===== src/rtl/scr1_tcm_pkg.sv =====
// Shared types for the DMEM TCM responder: memif enums, FSM states, LFSR constants, byte-enable helper.
package scr1_tcm_pkg;

    localparam int unsigned SCR1_DMEM_AWIDTH = 32;
    localparam int unsigned SCR1_DMEM_DWIDTH = 32;

    typedef enum logic {
        SCR1_MEM_CMD_RD = 1'b0,
        SCR1_MEM_CMD_WR = 1'b1
    } type_scr1_mem_cmd_e;

    typedef enum logic [1:0] {
        SCR1_MEM_WIDTH_BYTE  = 2'b00,
        SCR1_MEM_WIDTH_HWORD = 2'b01,
        SCR1_MEM_WIDTH_WORD  = 2'b10,
        SCR1_MEM_WIDTH_ERROR = 2'b11
    } type_scr1_mem_width_e;

    typedef enum logic [1:0] {
        SCR1_MEM_RESP_NOTRDY = 2'b00,
        SCR1_MEM_RESP_RDY_OK = 2'b01,
        SCR1_MEM_RESP_RDY_ER = 2'b10
    } type_scr1_mem_resp_e;

    typedef enum logic [1:0] {
        SCR1_TCM_FSM_IDLE = 2'b00,
        SCR1_TCM_FSM_WAIT = 2'b01,
        SCR1_TCM_FSM_RESP = 2'b10
    } type_scr1_tcm_fsm_e;

    // Fibonacci taps for x^8+x^6+x^5+x^4+1 on a left-shifting register
    localparam logic [7:0] SCR1_TCM_LFSR_SEED = 8'hA5;
    localparam logic [7:0] SCR1_TCM_LFSR_TAPS = 8'b1011_1000;

    function automatic logic [3:0] scr1_tcm_be(input type_scr1_mem_width_e width,
                                               input logic [1:0]           ofs);
        case (width)
            SCR1_MEM_WIDTH_BYTE:  return 4'b0001 << ofs;
            SCR1_MEM_WIDTH_HWORD: return 4'b0011 << ofs;
            SCR1_MEM_WIDTH_WORD:  return 4'b1111;
            default:              return '0;
        endcase
    endfunction

endpackage


===== src/rtl/scr1_dmem_lane_align.sv =====
// Byte-lane steering between LSB-aligned core data and lane-positioned SRAM data.
module scr1_dmem_lane_align
    import scr1_tcm_pkg::*;
(
    input  type_scr1_mem_width_e width,
    input  logic [1:0]           wr_ofs,
    input  logic [31:0]          wdata,
    input  logic [1:0]           rd_ofs,
    input  logic [31:0]          rword,
    output logic [3:0]           be,
    output logic [31:0]          wdata_lane,
    output logic [31:0]          rdata_lsb
);

    assign be         = scr1_tcm_be(width, wr_ofs);
    assign wdata_lane = wdata << {wr_ofs, 3'b000};
    assign rdata_lsb  = rword >> {rd_ofs, 3'b000};

endmodule


===== src/rtl/scr1_dmem_tcm_resp.sv =====
// DMEM req/ack/resp responder in front of a single-port synchronous TCM SRAM.
// Define SCR1_TCM_RAND_STALL_EN to withhold ack pseudo-randomly from an 8-bit LFSR.
module scr1_dmem_tcm_resp
    import scr1_tcm_pkg::*;
#(
    parameter logic [31:0] TCM_BASE_ADDR  = 32'h0000_0000,
    parameter int unsigned TCM_SIZE_BYTES = 65536,
    parameter int unsigned WAIT_CYCLES    = 0
) (
    input  logic                                 clk,
    input  logic                                 rst,
    input  logic                                 dmem2tcm_req_i,
    input  type_scr1_mem_cmd_e                   dmem2tcm_cmd_i,
    input  type_scr1_mem_width_e                 dmem2tcm_width_i,
    input  logic [SCR1_DMEM_AWIDTH-1:0]          dmem2tcm_addr_i,
    input  logic [SCR1_DMEM_DWIDTH-1:0]          dmem2tcm_wdata_i,
    output logic                                 tcm2dmem_req_ack_o,
    output logic [SCR1_DMEM_DWIDTH-1:0]          tcm2dmem_rdata_o,
    output type_scr1_mem_resp_e                  tcm2dmem_resp_o,
    output logic                                 tcm2ram_en_o,
    output logic                                 tcm2ram_we_o,
    output logic [3:0]                           tcm2ram_be_o,
    output logic [$clog2(TCM_SIZE_BYTES)-3:0]    tcm2ram_addr_o,
    output logic [31:0]                          tcm2ram_wdata_o,
    input  logic [31:0]                          ram2tcm_rdata_i
);

    localparam int unsigned RAM_AW = $clog2(TCM_SIZE_BYTES) - 2;
    localparam logic [31:0] SIZE_W = 32'(TCM_SIZE_BYTES);
    localparam logic [3:0]  WAIT_W = 4'(WAIT_CYCLES);
    localparam type_scr1_tcm_fsm_e ST_AFTER_ACC =
        (WAIT_CYCLES == 0) ? SCR1_TCM_FSM_RESP : SCR1_TCM_FSM_WAIT;

    type_scr1_tcm_fsm_e state_q, state_d;
    logic [3:0]         cnt_q, cnt_d;
    logic [31:0]        rdata_q;
    logic               err_q, rd_q;
    logic [1:0]         ofs_q;

    logic               stall, ack, accept, err, misalign, ram_en;
    logic [31:0]        offset, rword, rdata_lsb, wdata_lane;
    logic [3:0]         be_raw;

`ifdef SCR1_TCM_RAND_STALL_EN
    logic [7:0] lfsr_q;
    always_ff @(posedge clk) begin
        if (rst) lfsr_q <= SCR1_TCM_LFSR_SEED;
        else     lfsr_q <= {lfsr_q[6:0], ^(lfsr_q & SCR1_TCM_LFSR_TAPS)};
    end
    assign stall = lfsr_q[0];
`else
    assign stall = 1'b0;
`endif

    assign ack      = ((state_q == SCR1_TCM_FSM_IDLE) | (state_q == SCR1_TCM_FSM_RESP)) & ~stall & ~rst;
    assign accept   = dmem2tcm_req_i & ack;
    // Subtraction wraps modulo 2^32, so addresses below base land far out of range
    assign offset   = dmem2tcm_addr_i - TCM_BASE_ADDR;
    assign misalign = ((dmem2tcm_width_i == SCR1_MEM_WIDTH_HWORD) & dmem2tcm_addr_i[0])
                    | ((dmem2tcm_width_i == SCR1_MEM_WIDTH_WORD)  & (dmem2tcm_addr_i[1:0] != 2'b00));
    assign err      = misalign | (offset >= SIZE_W);
    assign ram_en   = accept & ~err;

    assign rword = (WAIT_CYCLES == 0) ? ram2tcm_rdata_i : rdata_q;

    scr1_dmem_lane_align u_lane_align (
        .width      (dmem2tcm_width_i),
        .wr_ofs     (dmem2tcm_addr_i[1:0]),
        .wdata      (dmem2tcm_wdata_i),
        .rd_ofs     (ofs_q),
        .rword      (rword),
        .be         (be_raw),
        .wdata_lane (wdata_lane),
        .rdata_lsb  (rdata_lsb)
    );

    assign tcm2dmem_req_ack_o = ack;
    assign tcm2ram_en_o       = ram_en;
    assign tcm2ram_we_o       = ram_en & (dmem2tcm_cmd_i == SCR1_MEM_CMD_WR);
    assign tcm2ram_be_o       = ram_en ? be_raw : '0;
    assign tcm2ram_addr_o     = ram_en ? offset[RAM_AW+1:2] : '0;
    assign tcm2ram_wdata_o    = ram_en ? wdata_lane : '0;

    always_comb begin
        state_d          = state_q;
        cnt_d            = cnt_q;
        tcm2dmem_resp_o  = SCR1_MEM_RESP_NOTRDY;
        tcm2dmem_rdata_o = '0;
        case (state_q)
            SCR1_TCM_FSM_IDLE: begin
                if (accept) state_d = ST_AFTER_ACC;
            end
            SCR1_TCM_FSM_WAIT: begin
                cnt_d = cnt_q - 4'd1;
                if (cnt_q == 4'd1) state_d = SCR1_TCM_FSM_RESP;
            end
            SCR1_TCM_FSM_RESP: begin
                tcm2dmem_resp_o  = err_q ? SCR1_MEM_RESP_RDY_ER : SCR1_MEM_RESP_RDY_OK;
                tcm2dmem_rdata_o = (rd_q & ~err_q) ? rdata_lsb : '0;
                state_d          = accept ? ST_AFTER_ACC : SCR1_TCM_FSM_IDLE;
            end
            default: state_d = SCR1_TCM_FSM_IDLE;
        endcase
        if (accept) cnt_d = WAIT_W;
        if (rst) begin
            tcm2dmem_resp_o  = SCR1_MEM_RESP_NOTRDY;
            tcm2dmem_rdata_o = '0;
        end
    end

    always_ff @(posedge clk) begin
        if (rst) begin
            state_q <= SCR1_TCM_FSM_IDLE;
            cnt_q   <= '0;
            rdata_q <= '0;
            err_q   <= 1'b0;
            rd_q    <= 1'b0;
            ofs_q   <= '0;
        end else begin
            state_q <= state_d;
            cnt_q   <= cnt_d;
            if (accept) begin
                err_q <= err;
                rd_q  <= (dmem2tcm_cmd_i == SCR1_MEM_CMD_RD);
                ofs_q <= dmem2tcm_addr_i[1:0];
            end
            // SRAM output is only valid the cycle after the access, i.e. the first WAIT cycle
            if ((state_q == SCR1_TCM_FSM_WAIT) && (cnt_q == WAIT_W)) rdata_q <= ram2tcm_rdata_i;
        end
    end

endmodule


===== config.mk =====
export PLATFORM = sky130hd
export DESIGN_NAME = scr1_dmem_tcm_resp
export DESIGN_NICKNAME = d
export VERILOG_FILES = /design/src/rtl/scr1_tcm_pkg.sv /design/src/rtl/scr1_dmem_lane_align.sv /design/src/rtl/scr1_dmem_tcm_resp.sv
export SDC_FILE = /design/constraint.sdc
export NUM_CORES = 1
export LEC_CHECK = 0
export CELL_PAD_IN_SITES_DETAIL_PLACEMENT = 0
export CELL_PAD_IN_SITES_GLOBAL_PLACEMENT = 1
export CORE_ASPECT_RATIO = 0.9
export CORE_UTILIZATION = 30
export DETAILED_ROUTE_END_ITERATION = 10
export DONT_BUFFER_PORTS = 1
export PLACE_DENSITY_LB_ADDON = 0.25
export SYNTH_ARGS = -nofsm -noshare
export SYNTH_HDL_FRONTEND = slang
export SYNTH_SLANG_ARGS = --single-unit

===== constraint.sdc =====
create_clock -name clk -period 2 [get_ports clk]
set_input_delay 0.4 -clock clk [delete_from_list [all_inputs] [get_ports clk]]
set_output_delay 0.4 -clock clk [all_outputs]
set_load 0.01 [all_outputs]

; ---- After elaboration in Yosys (flattened, before gate mapping)
; Index checks and enable logic that the tools add are counted.
[op_classes]
n_reduce_logical = 5
eq_ne = 7
n_mux = 14
shifts = 4
bitwise = 14
n_addsub = 1
magnitude_cmp = 1
[op_table]
columns = op, count
row1 = $mux 32, 4
row2 = $ge 32x17->1 const B, 1
row3 = $shl 32x5->32, 1
row4 = $shr 32x5->32, 1
row5 = $mux 14, 1
row6 = $mux 2, 6
row7 = $pmux 4 s3, 1
row8 = $and 1x1->1, 7
row9 = $pmux 2 s3, 1
row10 = $eq 2x1->1 const B, 2
row11 = $eq 2x2->1 const B, 2
row12 = $eq 4x1->1 const B, 1
row13 = $logic_not 2->1, 2
row14 = $mux 4, 1
row15 = $ne 2x2->1 const B, 2
row16 = $not 1->1, 4
row17 = $shl 1x2->4 const A, 1
row18 = $shl 2x2->4 const A, 1
row19 = $sub 4x1->4 const B, 1
row20 = $or 1x1->1, 3
row21 = $reduce_and 2->1, 1
row22 = $reduce_bool 2->1, 1
row23 = $reduce_or 2->1, 1
[totals]
regBits = 10
inputBits = 102
out_inout_bits = 87

; ---- Logic depth before layout (Yosys ltp)
[logic_depth]
depth_word = 7
mapped_depth = 5
depth_no_buf = 3

; ---- Modules after synthesis
; From an unflattened synthesis, not the netlist that was laid out.
[hier_totals]
cells_unflattened = 317
hier_area_um2 = 2504.9
[by_module_without_submodules]
columns = module, instances, cells_each, area_per_inst_um2, seq_area_each_um2
row1 = scr1_dmem_tcm_resp, 1, 177, 1366.3, 100.1
row2 = scr1_dmem_lane_align, 1, 140, 1138.6, 0.0

; ---- Worst setup path after synthesis
; Ideal clock, no wire load.
[synth_path]
path_type = input -> output
from = input dmem2tcm_addr_i[28]
to = output tcm2ram_wdata_o[24]
t_required_ps = 1600
path_stages = 3
arrival_time_ps = 1567
path_buffers = 0
setup_slack_ps = 33
cell_sequence = nor4_2 > nand4_2 > a2111oi_0
[synth_via]
elab_chain_cells = 5
[synth_lines]
columns = element, line
row1 = from (decl), scr1_dmem_tcm_resp.sv:15  ; input logic [SCR1_DMEM_AWIDTH-1:0] dmem2tcm_addr_i,
row2 = $ge 32x17->1, scr1_dmem_tcm_resp.sv:61  ; assign err = misalign | (offset >= SIZE_W);
row3 = $or 1x1->1, scr1_dmem_tcm_resp.sv:61
row4 = $not 1->1, scr1_dmem_tcm_resp.sv:62  ; assign ram_en = accept & ~err;
row5 = $and 1x1->1, scr1_dmem_tcm_resp.sv:62
row6 = $mux 32, scr1_dmem_tcm_resp.sv:82  ; assign tcm2ram_wdata_o = ram_en ? wdata_lane : '0;
row7 = to (decl), scr1_dmem_tcm_resp.sv:24  ; output logic [31:0] tcm2ram_wdata_o,
; No other way between the ends.

; ---- Worst setup path in the final report
[layout_path]
from = input dmem2tcm_addr_i[24]
to = output tcm2ram_wdata_o[15]
; The elaborated chain is that of the path after synthesis.

==> reports/results.txt <==
Outcome - finished with violations
Die area - 0.00649 mm2
Clk buf depth - 2
# diodes - 0
Min-delay src - rst
Commonest non-fill, non-tap cell in the layout - buf_4
Area added between synthesis and finish - 49.3%
Worst-Margin Slew - 0.424 ns
CTS tree - built
WP data required - 1.60 ns
Initial core utilization - 0.318
Total wire length - 6.50 mm
Seq/Total Area, Yosys - 0.0541
Site row count - 26
Post-detail-place hpwl - 4.70 mm
Design Area, Final - 0.00276 mm2
Yosys cell types - 32
Largest net degree at the start of global routing - 42
Max VDD drop - 122 uV
Hold Buf Count CTS - 0
Total Routing Usage GR - 0.176
Io pins - 189
Max incr delay on CP - 0.27 ns
Unrepaired setup endpoints after global routing - true
Clock sink total - 5
Grt total ovfl - 0
Max-slew violation count - 0
Reg2reg start - rd_q
Clock root buffer - clkbuf_8
Fillers - 590
Mapped cell area - 0.00185 mm2
Final worst slack - 0.00928 ns
Post-DRT Antenna Nets - 0
Pre-CTS WS - -0.0487 ns
DRT iter0 DRCs - 109
Hold Crit Class - input pin to register
Mapped Cells - 254
Avg Inst Size Synth - 7.29 um2
Total Nets Final - 416
Via density - 5.83
Core area - 0.00582 mm2
Vias in the first global route - 1993
Drc violations - 11
Yosys warnings - 0
Vias - 2232
# setup viols final - 0
First drt pass iteration count - 7
Number of H-tree levels - 1
Most frequent cells in the layout - 77 x buf_4, 34 x mux2i_1, 25 x a211oi_1
CP arrival - 1.59 ns
Area leader, netlist - mux2i_1
Worst-path clk slew - 0.03 ns
Initial antenna violation count - 0
Fin crit share - 0.995
Top cell type's share of synthesized area - 0.184
Top post-synthesis cells by area - mux2i_1 18%, a211oi_1 11%, nor3_1 9.2%
Die width - 84.8 um
IO Port Bufs - 0
Kind of critical path - input pin to output pin
Avg WL per Cell - 17.0 um
Fin. Hold Viols - 0
Hold_ws - 0.245 ns
CP dominant cell by count - nor4_4
Clock Latency Late Sink - 0.22 ns
Final min period - 1.99 ns
Failing checks - DRC
Layout cells sized above 1 - 0.403
Die Ht - 76.5 um
Net Count, Synth - 356
Cell Pwr Density - 203 mW/mm2
First-pass GRT wire length - 9.52 mm
Crit path launch type - input pin
Relative slew margins - 0.716
Max Clock Skew - 0 ns
CTS buffer count - 3
Placed Area - 0.00242 mm2
LEAKAGE - 1.06 nW
Crit. Startpoint - dmem2tcm_addr_i[24]
Slowest cell on crit path - nor4_4
Max_cap viols - 0
GP Congestion - 0.778
Worst-path maximum fanout - 16
Crit end category - output pin
Maximum clock rate - 502 MHz
Yosys reg bits - 5
FF-to-FF setup slack - 1.25 ns
CP Cell Sequence - nor4_4 > nand4_2 > buf_6 > clkbuf_16 > nor4_4 > buf_4
-- path summary, 6_finish.rpt --
path | endpoint | cells after the start
setup / recovery | tcm2ram_wdata_o[15] | 6
hold / removal | ofs_q[0] | 1
setup reg to reg | rd_q | 2
hold reg to reg | rd_q | 2
-- per-stage QoR --
step | util | instances | TNS (ns) | total power [mW]
global route | 0.474 | 383 | -0.424 | 0.599
floorplan | - | 254 | 0 | 0.335
finish | 0.474 | 383 | 0 | 0.560
detailed placement | 0.416 | 374 | -0.171 | 0.350
global placement | 0.416 | 374 | -0.104 | 0.347
CTS | 0.431 | 380 | 0 | 0.547
-- area by class of cell --
class                           instances  area (um2)  area share
Sequential cell                         5         100      0.0362
Tap cell                               70        87.6      0.0317
Clock buffer                            4        45.0      0.0163
Multi-Input combinational cell        205        1780       0.646
Timing Repair Buffer                   83         686       0.248
Inverter                               16        60.1      0.0217
-- worst max-delay path: cells and delay by family --
family                 cells  cell delay (ns)
AND/OR/NAND/NOR            3             0.68
buffers and inverters      3             0.50
-- synth_stat cells --
cell type	instances
mux2i_1	34
nor3_1	34
a211oi_1	26
nor2_1	21
nor2b_1	18
a2bb2oi_1	16
inv_1	16
buf_2	14
nor4_2	12
nand2_1	10
and2_1	8
clkbuf_1	6
a2111oi_2	5
buf_4	5
dfxtp_1	5
a2111oi_0	3
buf_1	2
buf_6	2
nand2b_1	2
nand3b_1	2
o31a_1	2
a21o_1	1
and2b_1	1
and3_1	1
and4bb_2	1
nand4_2	1
nor2_4	1
nor3b_2	1
o21a_1	1
o21ai_0	1
o221a_1	1
o221ai_2	1
-- power by group --
group	switching, mW	internal [mW]
Combinational	0.131	0.130
Clock	0.0501	0.137
Sequential	0.00582	0.107
-- per-layer routing --
metal  wire, um  vias up  share of wire  GRT usage
met3        547       11          0.084     0.0293
li1           -     1078              -          -
met4        112        0          0.017     0.0644
met1       2550     1019           0.39      0.206
met2       3300      124           0.51      0.319
met5          0        -              0          0
-- state kept, by name, summed over array words and instances (netlist names) --
name	count
state_q	1
err_q	1
rd_q	1
ofs_q	2
-- cell families after synthesis --
kind of cell | share of synthesized area
mux | 0.184
simple gates | 0.373
compound gates | 0.270
buf+inv | 0.119
flops | 0.0541
-- timing repair --
item | 4_1_cts | 5_1_grt
pin swaps | 1 | 1
gates resized for setup | 5 | 31
cloned | 1 | 1
setup endpoints to repair | 13 | 34
setup buffers | 1 | 2
(Power assumes the default switching activity.)
